## config.mk

```make
export PLATFORM = sky130hd
export DESIGN_NAME = cdc_tx_arbiter
export DESIGN_NICKNAME = d
export VERILOG_FILES = /design/src/rtl/cdc_tx_arbiter.sv
export SDC_FILE = /design/constraint.sdc
export NUM_CORES = 1
export LEC_CHECK = 0
export ABC_CLOCK_PERIOD_IN_PS = 4450
export BUFFER_PORTS_ARGS = -buffer_cell sky130_fd_sc_hd__buf_2
export CORE_MARGIN = 3
export CORE_UTILIZATION = 54
export CTS_BUF_LIST = sky130_fd_sc_hd__clkbuf_4
export CTS_CLUSTER_DIAMETER = 30
export DETAILED_ROUTE_END_ITERATION = 12
export PLACE_DENSITY = 0.86
export SYNTH_ARGS = -nofsm -noshare
export SYNTH_HDL_FRONTEND = slang
export SYNTH_SLANG_ARGS = --single-unit
```

## constraint.sdc

```tcl
create_clock -name i_clk -period 4.45 [get_ports i_clk]
set_clock_uncertainty 0.05 [all_clocks]
set_input_delay 0.89 -clock i_clk [delete_from_list [all_inputs] [get_ports i_clk]]
set_output_delay 0.89 -clock i_clk [all_outputs]
set_load 0.02 [all_outputs]
```

## src/rtl/cdc_tx_arbiter.sv

```systemverilog
// Round-robin arbiter that shares the source port of a 4-phase CDC handshake channel
// among G_N_REQ requesters, holding the captured word stable until the channel completes.
module cdc_tx_arbiter #(
    parameter int G_N_REQ = 4,
    parameter int G_WIDTH = 4
) (
    input  logic                         i_clk,
    input  logic                         i_rst,
    input  logic                         i_enable,
    input  logic [G_N_REQ-1:0]           i_valid,
    input  logic [G_N_REQ*G_WIDTH-1:0]   i_data,
    output logic [G_N_REQ-1:0]           o_accept,
    output logic [G_N_REQ-1:0]           o_done,
    output logic                         o_ready,
    output logic [G_WIDTH-1:0]           o_data,
    input  logic                         i_busy,
    output logic [$clog2(G_N_REQ)-1:0]   o_grant_id,
    output logic                         o_active,
    output logic [15:0]                  o_xfer_count
);

    localparam int IDW = $clog2(G_N_REQ);

    typedef enum logic [1:0] {
        S_IDLE,
        S_LAUNCH,
        S_WAIT_DONE
    } state_t;

    state_t               state_q;
    logic [IDW-1:0]       last_q;
    logic [IDW-1:0]       grant_id_q;
    logic [G_WIDTH-1:0]   data_q;
    logic [G_N_REQ-1:0]   accept_q;
    logic [G_N_REQ-1:0]   done_q;
    logic                 ready_q;
    logic                 active_q;
    logic [15:0]          xfer_cnt_q;

    logic                 win_found_d;
    logic [IDW-1:0]       win_idx_d;
    logic [G_WIDTH-1:0]   win_word_d;
    int                   cand;
    logic [IDW-1:0]       cand_idx;

    // Search upward from the requester after the last completed one, wrapping around.
    always_comb begin
        win_found_d = 1'b0;
        win_idx_d   = '0;
        cand        = 0;
        cand_idx    = '0;
        for (int i = 0; i < G_N_REQ; i++) begin
            cand = int'(last_q) + 1 + i;
            if (cand >= G_N_REQ) begin
                cand = cand - G_N_REQ;
            end
            cand_idx = IDW'(cand);
            if (!win_found_d && i_valid[cand_idx]) begin
                win_found_d = 1'b1;
                win_idx_d   = cand_idx;
            end
        end
    end

    always_comb begin
        win_word_d = '0;
        for (int k = 0; k < G_N_REQ; k++) begin
            if (IDW'(k) == win_idx_d) begin
                win_word_d = i_data[k*G_WIDTH +: G_WIDTH];
            end
        end
    end

    always_ff @(posedge i_clk or posedge i_rst) begin
        if (i_rst) begin
            state_q    <= S_IDLE;
            last_q     <= IDW'(G_N_REQ - 1);
            grant_id_q <= '0;
            data_q     <= '0;
            accept_q   <= '0;
            done_q     <= '0;
            ready_q    <= 1'b0;
            active_q   <= 1'b0;
            xfer_cnt_q <= '0;
        end else begin
            accept_q <= '0;
            done_q   <= '0;
            case (state_q)
                S_IDLE: begin
                    // A busy channel in IDLE is still initialising; simply wait.
                    if (i_enable && !i_busy && win_found_d) begin
                        data_q     <= win_word_d;
                        grant_id_q <= win_idx_d;
                        accept_q   <= G_N_REQ'(1) << win_idx_d;
                        ready_q    <= 1'b1;
                        active_q   <= 1'b1;
                        state_q    <= S_LAUNCH;
                    end
                end
                S_LAUNCH: begin
                    if (i_busy) begin
                        ready_q <= 1'b0;
                        state_q <= S_WAIT_DONE;
                    end
                end
                S_WAIT_DONE: begin
                    if (!i_busy) begin
                        done_q     <= G_N_REQ'(1) << grant_id_q;
                        last_q     <= grant_id_q;
                        xfer_cnt_q <= xfer_cnt_q + 16'd1;
                        active_q   <= 1'b0;
                        state_q    <= S_IDLE;
                    end
                end
                default: begin
                    state_q <= S_IDLE;
                end
            endcase
        end
    end

    assign o_accept     = accept_q;
    assign o_done       = done_q;
    assign o_ready      = ready_q;
    assign o_data       = data_q;
    assign o_grant_id   = grant_id_q;
    assign o_active     = active_q;
    assign o_xfer_count = xfer_cnt_q;

endmodule

```

==> reports/qor.yml, run 1 <==
wl_per_cell_um: 13.5
p_leak_uw: 0.00107
fin_crit_sh: 0.490
cp.required_ns: 4.64
clock-sinks: 36
die_h_um: 62.0
drt_wl_total_um: 3460
ys_ff_latch: 36
worstSetupPathType: "input pin to flip-flop"
nFillCells: 207
dieArea_um2: 3840
setup_ws_ns: 2.27
post-route-drc-count: 0
relSlewSlack: 0.597
tns_ns: 0
synthesis.nets: 178
rows: 19
power_density_nw_per_um2: 465
ys_warn_count: 0
max_stage_delay_ns: 0.50
seq_area_frac_synth: 0.534
gr-total-overflow: 0
p_seq_frac: 0.491
cts_tree: "yes"
drive_gt1_frac: 0.353
area_growth_pct: 22.1
comb_power_share: 0.338
drv_cap: 0
cp_cell_sequence: "buf_2 -> nor2_1 -> nand4b_1 -> nand2b_1 -> o211ai_1"
fin_hold_ws_ns: 0.430
r2r_cells: 4
firstDrtPassIters: 4
switchingPower_uw: 371
cts_buffers: 5
r2r-end: "o_data[0]"
grtUsageTotal: 0.201
critPathLaunchType: "input pin"
rrSetupSlack_ns: 2.49
synthDistinctLibCells: 39
switching_share: 0.386
ir_worst_vdd_uv: 244
fmax_mhz: 458
vias: 1351
clkLatencyLatePin_ns: 0.33
antenna_found_initial: 0
cts_setup_buffers: 0
grt_max_degree: 37
worst-path-max-fanout: 17
max_slew.worst_pin.slew_ns: 0.601
critPathLaunch: "i_busy"
n_antenna_cell: 0
place_congestion: 0.867
arrival_ns: 2.37
rr_startpoint: "state_q[0]"
status: "finished clean"
synth_edf_count: 0
synth_area_um2: 1690
post-dp-hpwl_um: 2710
htreeDepth: 2
clk_pin_slew_ns: 0.10
syn_area_per_cell_um2: 11.0
grt_pass1_vias: 1339
crit_end: "o_data[0]"
p_clk_frac: 0.171
core_um2: 2880
dp_slack_ns: 1.91
syn_inst: 153
nNetsFinal: 239
setup_viol: 0
ant_nets: 0
drt_iter0_markers: 61
cts.repair.resized: 0
min_period_ns: 2.18
end_kind: "flip-flop"
via_per_inst: 5.26
ctsHoldBuffers: 0
hold_viol_final: 0
maxSlewViolCount: 0
portBuffers: 55
postSynth.asyncResetShare: 1.00
pin_count: 56
hold_class: "flip-flop to flip-flop"
ctsRootBufferMaster: "clkbuf_4"
die_x_um: 62.0
rsz0062_at_grt: "no"
synth_top_flop_cell: "dfrtp_1"
start_util: 0.588
grt_pass1_wl_um: 5720
p_int_uw: 590
crit_slowest_cell: "nand4b_1"
cts.path.max_buffers: 2
-- synth_stat cells (2+ instances only) --
library cell	count	area, um2
dfrtp_1	34	851
nand2_1	26	97.6
xnor2_1	10	87.6
nand3_1	8	40.0
nor2_1	8	30.0
xor2_1	5	43.8
a211o_1	4	35.0
inv_1	4	15.0
mux2i_1	4	40.0
nand2b_1	4	25.0
o211ai_1	4	30.0
o21ai_1	4	20.0
and3_1	3	18.8
nand4_1	3	18.8
nor3_1	3	15.0
o21ai_0	3	15.0
a21oi_1	2	10.0
dfstp_2	2	52.6
nor2_4	2	22.5
-- layout by cell type (no fill, tap or decap), drive strengths merged --
master,count
nand2b,4
dfstp,2
o21bai,1
buf,56
o211ai,4
nor2b,1
a2bb2oi,1
nor2,11
o21ai,7
and3,3
o2bb2ai,1
nand3,9
nor3,3
nand2,26
xor2,5
nor4,1
o21ba,1
a211o,4
a31oi,1
a21boi,1
xnor2,10
dfrtp,34
mux2i,5
nand4,4
clkbuf,6
a21oi,3
clkinv,2
inv,4
and2,1
nor3b,2
ha,1
nand4b,1
-- layout make-up --
| class | instances | area, um2 | area share |
|---|---|---|---|
| clock buffer | 6 | 45.0 | 0.0218 |
| clock inverter | 2 | 7.51 | 0.00364 |
| inverter | 4 | 15.0 | 0.00728 |
| multi-input combinational | 111 | 757 | 0.367 |
| sequential | 36 | 903 | 0.438 |
| tap | 42 | 52.6 | 0.0255 |
| timing repair buffer | 56 | 283 | 0.137 |
-- metrics by stage --
step / area [um2] / total power [uW] / instances / utilization
global placement: 2010 / 789 / 249 / 0.699
detailed placement: 2010 / 805 / 249 / 0.699
floorplan: 1690 / 700 / 153 / -
global route: 2060 / 1030 / 257 / 0.717
finish: 2060 / 960 / 257 / 0.717
CTS: 2060 / 969 / 257 / 0.717
-- registers in the layout (all words and copies together) (netlist names) --
register,flops
state_q,2
o_accept,4
o_data,4
o_ready,1
last_q,2
o_done,4
o_active,1
o_grant_id,2
o_xfer_count,16
-- critical path, delay by kind of cell --
kind	cells	cell delay [ns]
compound gates	1	0.26
buf+inv	1	0.13
simple gates	3	1.08
-- logic make-up (layout without fill, tap and decap cells) --
logic type               after synthesis  count (layout)  synth area share
buffers and inverters                  6              68            0.0178
AND/OR/NAND/NOR                       66              66             0.212
adder cells (fa/ha/maj)                1               1           0.00740
multiplexers                           5               5            0.0370
XOR/XNOR                              15              15            0.0777
flip-flops                            36              36             0.534
AO/OA/AOI/OAI                         24              24             0.114
-- power by group through the flow --
stage          Sequential, uW  Clock, uW  Combinational, uW
3_3_place_gp              473          0                316
2_1_floorplan             521          0                178
6_report                  472        164                324
3_5_place_dp              478          0                327
5_1_grt                   482        189                355
4_1_cts                   472        169                327
-- worst min path at each step --
stage | start | end | slack, ns | cells after the start
5_1_grt | o_xfer_count[15] | o_xfer_count[15] | 0.47 | 1
2_1_floorplan | last_q[0] | last_q[0] | 0.43 | 2
3_3_place_gp | o_xfer_count[15] | o_xfer_count[15] | 0.41 | 1
3_5_place_dp | o_xfer_count[15] | o_xfer_count[15] | 0.42 | 1
4_1_cts | o_xfer_count[15] | o_xfer_count[15] | 0.43 | 1
6_report | o_xfer_count[15] | o_xfer_count[15] | 0.43 | 1
-- routing by layer --
layer / track usage / vias up / wire [um]
li1: - / 654 / -
met3: 0.0558 / 6 / 145
met1: 0.224 / 647 / 1390
met5: 0 / - / 0
met2: 0.365 / 44 / 1880
met4: 0.0667 / 0 / 49
No activity file was read; power rests on OpenSTA's default activity.
==> run 2: changes to the inputs <==
==> config.mk (replaced) <==
export PLATFORM = sky130hd
export DESIGN_NAME = cdc_tx_arbiter
export DESIGN_NICKNAME = d
export VERILOG_FILES = /design/src/rtl/cdc_tx_arbiter.sv
export SDC_FILE = /design/constraint.sdc
export NUM_CORES = 1
export LEC_CHECK = 0
export ABC_CLOCK_PERIOD_IN_PS = 1900
export BUFFER_PORTS_ARGS = -buffer_cell sky130_fd_sc_hd__buf_2
export CORE_MARGIN = 3
export CORE_UTILIZATION = 47
export CTS_BUF_LIST = sky130_fd_sc_hd__clkbuf_4
export CTS_CLUSTER_DIAMETER = 30
export DETAILED_ROUTE_END_ITERATION = 12
export PLACE_DENSITY = 0.79
export SYNTH_ARGS = -nofsm -noshare
export SYNTH_HDL_FRONTEND = slang
export SYNTH_SLANG_ARGS = --single-unit
==> constraint.sdc (replaced) <==
create_clock -name i_clk -period 1.9 [get_ports i_clk]
set_clock_uncertainty 0.05 [all_clocks]
set_input_delay 0.38 -clock i_clk [delete_from_list [all_inputs] [get_ports i_clk]]
set_output_delay 0.38 -clock i_clk [all_outputs]
set_load 0.02 [all_outputs]
==> run 2 against run 1 <==
Against the previous run: first-iteration DRC count is 26% lower; critical path depth stayed put; non-clock buffer count is 3 higher; sequential power is 130% higher; critical endpoint is now o_data[1].
==> reports/qor.yml, run 2 (synthesized netlist as in run 1, its figures left out) <==
grtUsageTotal: 0.177  # was 0.201
start_util: 0.499  # was 0.588
cts_tree: "yes"  # unchanged
p_leak_uw: 0.00109  # was 0.00107 uW
critPathLaunch: "last_q[1]"  # was i_busy
core_um2: 3390  # was 2880 um2
grt_pass1_vias: 1268  # was 1,339
min_period_ns: 1.75
cts.path.max_buffers: 2  # unchanged
area_growth_pct: 25.3  # was 22.1%
ctsRootBufferMaster: "clkbuf_4"  # unchanged
fmax_mhz: 572
ctsHoldBuffers: 0  # unchanged
tns_ns: 0  # unchanged
setup_ws_ns: 0.152  # was 2.27 ns
dp_slack_ns: 0.0967  # was 1.91 ns
dieArea_um2: 4350  # was 3840 um2
critPathLaunchType: "flip-flop"  # was input pin
vias: 1340  # was 1,351
die_x_um: 66.0  # was 62.0 um
antenna_found_initial: 0  # unchanged
wl_per_cell_um: 13.3  # was 13.5 um
rr_startpoint: "last_q[1]"  # was state_q[0]
drv_cap: 0  # unchanged
worstSetupPathType: "flip-flop to flip-flop"  # was input pin to flip-flop
r2r-end: "o_data[1]"  # was o_data[0]
gr-total-overflow: 0  # unchanged
nFillCells: 293  # was 207
maxSlewViolCount: 0  # unchanged
n_antenna_cell: 0  # unchanged
hold_class: "input pin to asynchronous set/reset pin"  # was flip-flop to flip-flop
fin_hold_ws_ns: 0.0665  # was 0.430 ns
nNetsFinal: 242  # was 239
cp.required_ns: 2.07  # was 4.64 ns
final_common_cell: "buf_2"  # unchanged
rsz0062_at_grt: "no"  # unchanged
drt_wl_total_um: 3500  # was 3460 um
arrival_ns: 1.91  # was 2.37 ns
rrSetupSlack_ns: 0.15  # was 2.49 ns
setup_viol: 0  # unchanged
end_kind: "flip-flop"  # unchanged
drive_gt1_frac: 0.372  # was 0.353
ir_worst_vdd_uv: 530  # was 244 uV
r2r_cells: 5  # was 4
place_congestion: 0.766  # was 0.867
fin_crit_sh: 0.920
htreeDepth: 2  # unchanged
rows: 21  # was 19
via_per_inst: 5.08  # was 5.26
largest_reg_flops: 16  # unchanged
status: "finished clean"  # unchanged
final_area_um2: 2120  # was 2060 um2
worst-path-max-fanout: 7  # was 17
die_h_um: 66.0  # was 62.0 um
ant_nets: 0  # unchanged
dpl_cell_area_um2: 2030  # was 2010 um2
final_cell_mix: "buf_2, dfrtp_1, nand2_1"  # unchanged
grt_pass1_wl_um: 5870  # was 5720 um
pin_count: 56  # unchanged
portBuffers: 55  # unchanged
multi_input_area_um2: 757  # unchanged
cts_buffers: 5  # unchanged
max_slew.worst_pin.slew_ns: 0.449  # was 0.601 ns
register_area_um2: 903  # unchanged
drt_iter0_markers: 45  # was 61
clk_pin_slew_ns: 0.12  # was 0.10 ns
clkLatencyLatePin_ns: 0.34  # was 0.33 ns
post-route-drc-count: 0  # unchanged
firstDrtPassIters: 4  # unchanged
relSlewSlack: 0.700  # was 0.597
clock-sinks: 36  # unchanged
utilization: 0.625  # was 0.717
hold_viol_final: 0  # unchanged
power_density_nw_per_um2: 1140  # was 465 nW/um2
post-dp-hpwl_um: 2550  # was 2710 um
grt_max_degree: 37  # unchanged
-- run 2: changes by cell type in the layout (fill, tap and decap cells not counted) --
cell,previous run,this run
bufinv_16,0,1
clkinvlp_4,0,1
clkbuf_4,6,5
buf_4,1,4
clkinv_1,2,0
clkinv_2,0,1
-- run 2: how the worst max path moves through the flow --
stage | end | slack [ns] | depth (start not counted)
floorplan | o_data[0] | 0.24 | 6
finish | o_data[1] | 0.15 | 5
CTS | o_data[1] | 0.09 | 5
global placement | o_data[1] | 0.15 | 5
detailed placement | o_data[1] | 0.1 | 5
global route | o_data[1] | 0.02 | 5
-- run 2: repair_timing --
item / CTS / global route
setup endpoints to repair: 0 / 3
setup buffers: 0 / 1
gates resized for setup: 0 / 0
hold endpoints to repair: 0 / 0
-- run 2: area by class of cell --
type | count | share of cell area
Timing Repair Buffer | 59 | 0.144
Inverter | 4 | 0.00709
Sequential cell | 36 | 0.426
Clock inverter | 3 | 0.0201
Clock buffer | 5 | 0.0177
Tap cell | 46 | 0.0272
Multi-Input combinational cell | 111 | 0.357
-- run 2: layer usage --
metal | up-vias | wire length, um | part of all wire | track usage
li1 | 658 | - | - | -
met1 | 627 | 1570 | 0.45 | 0.234
met2 | 44 | 1660 | 0.47 | 0.275
met3 | 11 | 184 | 0.053 | 0.0357
met4 | 0 | 91 | 0.026 | 0.0863
met5 | - | 0 | 0 | 0
-- run 2: stage by stage --
stage,total power [uW],std cells
2_1_floorplan,1640,153
3_3_place_gp,1850,255
3_5_place_dp,1870,255
4_1_cts,2420,263
5_1_grt,2560,264
6_report,2410,264
-- run 2: worst max-delay path: stages, from the launching register on --
cell and delay, ns:
dfstp_2 0.62, mux2i_4 0.30, o2bb2ai_4 0.14, nor2_4 0.21
mux2i_1 0.22, o211ai_1 0.10
-- run 2: power breakdown --
part	switching [uW]	internal [uW]
Sequential	167	928
Combinational	467	316
Clock	257	274
==> run 3: changes to the inputs <==
--- a/config.mk
+++ b/config.mk
@@ -5,10 +5,11 @@
 export SDC_FILE = /design/constraint.sdc
 export NUM_CORES = 1
 export LEC_CHECK = 0
+export ABC_AREA = 1
 export ABC_CLOCK_PERIOD_IN_PS = 1900
 export BUFFER_PORTS_ARGS = -buffer_cell sky130_fd_sc_hd__buf_2
 export CORE_MARGIN = 3
-export CORE_UTILIZATION = 47
+export CORE_UTILIZATION = 48
 export CTS_BUF_LIST = sky130_fd_sc_hd__clkbuf_4
 export CTS_CLUSTER_DIAMETER = 30
 export DETAILED_ROUTE_END_ITERATION = 12
==> run 3 against run 2 <==
Against the previous run: the flow now finishes with violations (setup timing); synthesized cell count is 50% higher; flip-flop and latch count unchanged; critical path depth is 10 higher; design area grew 26%; synthesized area increased by 15%; non-clock buffer count grew 11; cell count up 33%; combinational power grew to 3.6 times the previous value; clock-buffer cell count rose by 1; worst setup slack worse by 0.23 ns; total power increased by 81%; largest cell class is now multi-input gates.
==> reports/qor.yml, run 3 <==
core_um2: 3770  # was 3390 um2
firstDrtPassIters: 4  # unchanged
synth_commonest_cells: "nand2_1, dfrtp_1, inv_1, nand3_1, nor2_1"  # was dfrtp_1, nand2_1, xnor2_1, nand3_1, nor2_1
cts_buffers: 5  # unchanged
max_stage_delay_ns: 0.65  # was 0.62 ns
critPathBufInv: 2  # was 0
drv_cap: 0  # unchanged
postSynth.asyncResetShare: 1.00  # unchanged
syn_inst: 229  # was 153
start_util: 0.514  # was 0.499
worstSetupPathType: "flip-flop to flip-flop"  # unchanged
final_cells: 352  # was 264
worst-path-max-fanout: 7  # unchanged
power_uw: 4370  # was 2410 uW
n_antenna_cell: 0  # unchanged
ant_nets: 0  # unchanged
post-dp-hpwl_um: 3040  # was 2550 um
fin_crit_sh: 1.04  # was 0.920
ctsRootBufferMaster: "clkbuf_4"  # unchanged
switchingPower_uw: 2120  # was 891 uW
crit_family: "simple AND/OR/NAND/NOR gates"  # was flip-flops
final_cell_mix: "buf_2, nand2_1, dfrtp_1"  # was buf_2, dfrtp_1, nand2_1
nNetsFinal: 329  # was 242
synth_area_leaders: "dfrtp_1, nand2_1, nand3_1, inv_1, xor2_1"  # was dfrtp_1, nand2_1, xnor2_1, dfstp_2, xor2_1
wl_per_cell_um: 13.8  # was 13.3 um
clk_pin_slew_ns: 0.10  # was 0.12 ns
hold_viol_final: 0  # unchanged
drt_iter0_markers: 42  # was 45
p_seq_frac: 0.263  # was 0.455
failed_checks: "setup timing"
max_slew.worst_pin.slew_ns: 0.442  # was 0.449 ns
largest_reg_flops: 16  # unchanged
via_per_inst: 5.10  # was 5.08
grtUsageTotal: 0.180  # was 0.177
comb_power_share: 0.648  # was 0.325
ys_ff_latch: 36  # unchanged
synth_edf_count: 0  # unchanged
final_area_um2: 2670  # was 2120 um2
rows: 22  # was 21
post-route-drc-count: 0  # unchanged
synth_area_um2: 1940  # was 1690 um2
cp.required_ns: 2.07  # about the same
syn_area_per_cell_um2: 8.47  # was 11.0 um2
hold_class: "input pin to asynchronous set/reset pin"  # unchanged
min_period_ns: 1.97  # was 1.75 ns
p_clk_frac: 0.089  # was 0.221
drive_gt1_frac: 0.467  # was 0.372
ctsHoldBuffers: 0  # unchanged
synthesis.nets: 254  # was 178
fmax_mhz: 507  # was 572 MHz
pin_count: 56  # unchanged
setup_ws_ns: -0.0738  # was 0.152 ns
yosys.area.top_type: "dfrtp_1"  # unchanged
clkLatencyLatePin_ns: 0.33  # was 0.34 ns
die_x_um: 69.6  # was 66.0 um
synth_top_flop_cell: "dfrtp_1"  # unchanged
grt_pass1_vias: 1578  # was 1,268
status: "complete, but fails checks"  # was finished clean
end_kind: "flip-flop"  # unchanged
maxSlewViolCount: 0  # unchanged
p_int_uw: 2260  # was 1520 uW
switching_share: 0.484  # was 0.370
place_congestion: 0.840  # was 0.766
grt_pass1_wl_um: 7050  # was 5870 um
gr-total-overflow: 0  # unchanged
crit_top_cell: "nand2_2"
clock-sinks: 36  # unchanged
area_growth_pct: 37.7  # was 25.3%
antenna_found_initial: 0  # unchanged
vias: 1794  # was 1,340
rsz0062_at_grt: "yes"  # was no
ir_worst_vdd_uv: 1360  # was 530 uV
p_leak_uw: 0.00145  # was 0.00109 uW
yosysTopAreaCellShare: 0.439  # was 0.503
drt_wl_total_um: 4840  # was 3500 um
cp_cell_sequence: "inv_4 -> nand2_2 -> nand2_4 -> nand2_2 -> nand2_2 -> nand2_2 -> nand2_4 -> nor2_4 -> nand2_4 -> nand2_8 -> nand3b_1 -> nand2_1 -> inv_2 -> nand2_1 -> nand2_1"  # was mux2i_4 -> o2bb2ai_4 -> nor2_4 -> mux2i_1 -> o211ai_1
tns_ns: -0.243  # was 0 ns
fin_hold_ws_ns: 0.0747  # was 0.0665 ns
arrival_ns: 2.15  # was 1.91 ns
setup_viol: 5  # was 0
final_common_cell: "buf_2"  # unchanged
die_h_um: 69.6  # was 66.0 um
cts.path.max_buffers: 2  # unchanged
relSlewSlack: 0.705  # was 0.700
power_density_nw_per_um2: 1640  # was 1140 nW/um2
dpl_cell_area_um2: 2280  # was 2030 um2
place_inst: 333  # was 255
seq_area_frac_synth: 0.466  # was 0.534
ys_warn_count: 0  # unchanged
htreeDepth: 2  # unchanged
grt_max_degree: 37  # unchanged
crit_slowest_cell: "dfstp_2"  # unchanged
critPathLaunchType: "flip-flop"  # unchanged
synthDistinctLibCells: 30  # was 39
synth_most_common_cell: "nand2_1"  # was dfrtp_1
cts_tree: "yes"  # unchanged
portBuffers: 55  # unchanged
dieArea_um2: 4840  # was 4350 um2
[run 3: cell types whose count changed after synthesis, sizes merged, moves of 3 or more]
cell,change
mux2i,-5
xor2,+3
nand3b,+4
o211ai,-4
nor2,+10
and3,-3
nand3,+12
nand4,+3
xnor2,-5
buf,+3
inv,+30
a211o,-4
nand2b,-4
nand2,+42
[run 3: area by class of cell]
type / instances / area (um2)
fill: 296 / 1100
multi-input combinational: 156 / 1090
sequential: 36 / 903
timing repair buffer: 70 / 419
inverter: 34 / 145
tap: 48 / 60.1
clock buffer: 6 / 45.0
clock inverter: 1 / 5.00
timing repair inverter: 1 / 3.75
[run 3: kinds of logic after synthesis]
| group | after synthesis | synth area share |
|---|---|---|
| buffers and inverters | 38 | 0.0852 |
| AOI/OAI and AO/OA | 14 | 0.0503 |
| xor gates and xnor gates | 13 | 0.0587 |
| adders and majority gates | 1 | 0.00645 |
| DFF | 36 | 0.466 |
| and+or+nand+nor | 127 | 0.334 |
[run 3: path summary, 6_finish.rpt]
path                            slack, ns                to  cells after the start             start
worst min-delay path                 0.07  o_xfer_count[14]                      3             i_rst
worst max-delay path                -0.07         o_data[1]                     15         last_q[1]
worst min register to register       0.43  o_xfer_count[15]                      1  o_xfer_count[15]
worst max register to register      -0.07         o_data[1]                     15         last_q[1]
min in group i_clk                   0.26        state_q[0]                      2            i_busy
max in group asynchronous            1.38         last_q[1]                      3             i_rst
[run 3: through the flow]
stage | setup WS [ns] | util
2_1_floorplan | 0.0638 | -
3_3_place_gp | 0.00865 | 0.605
3_5_place_dp | -0.0334 | 0.605
4_1_cts | -0.00618 | 0.636
5_1_grt | -0.219 | 0.708
6_report | -0.0738 | 0.708
[run 3: metal layers]
layer  share of wire  wire (um)  up-vias  global-route usage
met5               0          0        -                   0
met4           0.011         51        0              0.0456
met3           0.058        282        6              0.0551
met2            0.52       2520       57               0.302
met1            0.41       1990      853               0.226
li1                -          -      878                   -
[run 3: worst reg2reg max path, cell delays in order, from the launching register on]
cell      delay (ns)
dfstp_2         0.65
inv_4           0.08
nand2_2         0.08
nand2_4         0.06
nand2_2         0.07
nand2_2         0.06
nand2_2         0.09
nand2_4         0.07
nor2_4          0.10
nand2_4         0.12
nand2_8         0.11
nand3b_1        0.09
nand2_1         0.09
inv_2           0.03
nand2_1         0.05
nand2_1         0.05
[run 3: what timing repair did]
action / CTS / global route
gates resized for setup: 7 / 59
endpoints found under the hold margin: 0 / 0
setup buffers: 4 / 4
pin swaps: 4 / 13
gates cloned: 2 / 2
endpoints found under the setup margin: 5 / 16
[run 3: power by group through the flow]
stage	combinational, uW	clock [uW]	sequential, uW
6_report	2840	388	1150
5_1_grt	3040	437	1180
4_1_cts	2100	405	1130
3_5_place_dp	1860	0	1160
3_3_place_gp	1820	0	1160
2_1_floorplan	1340	0	1290
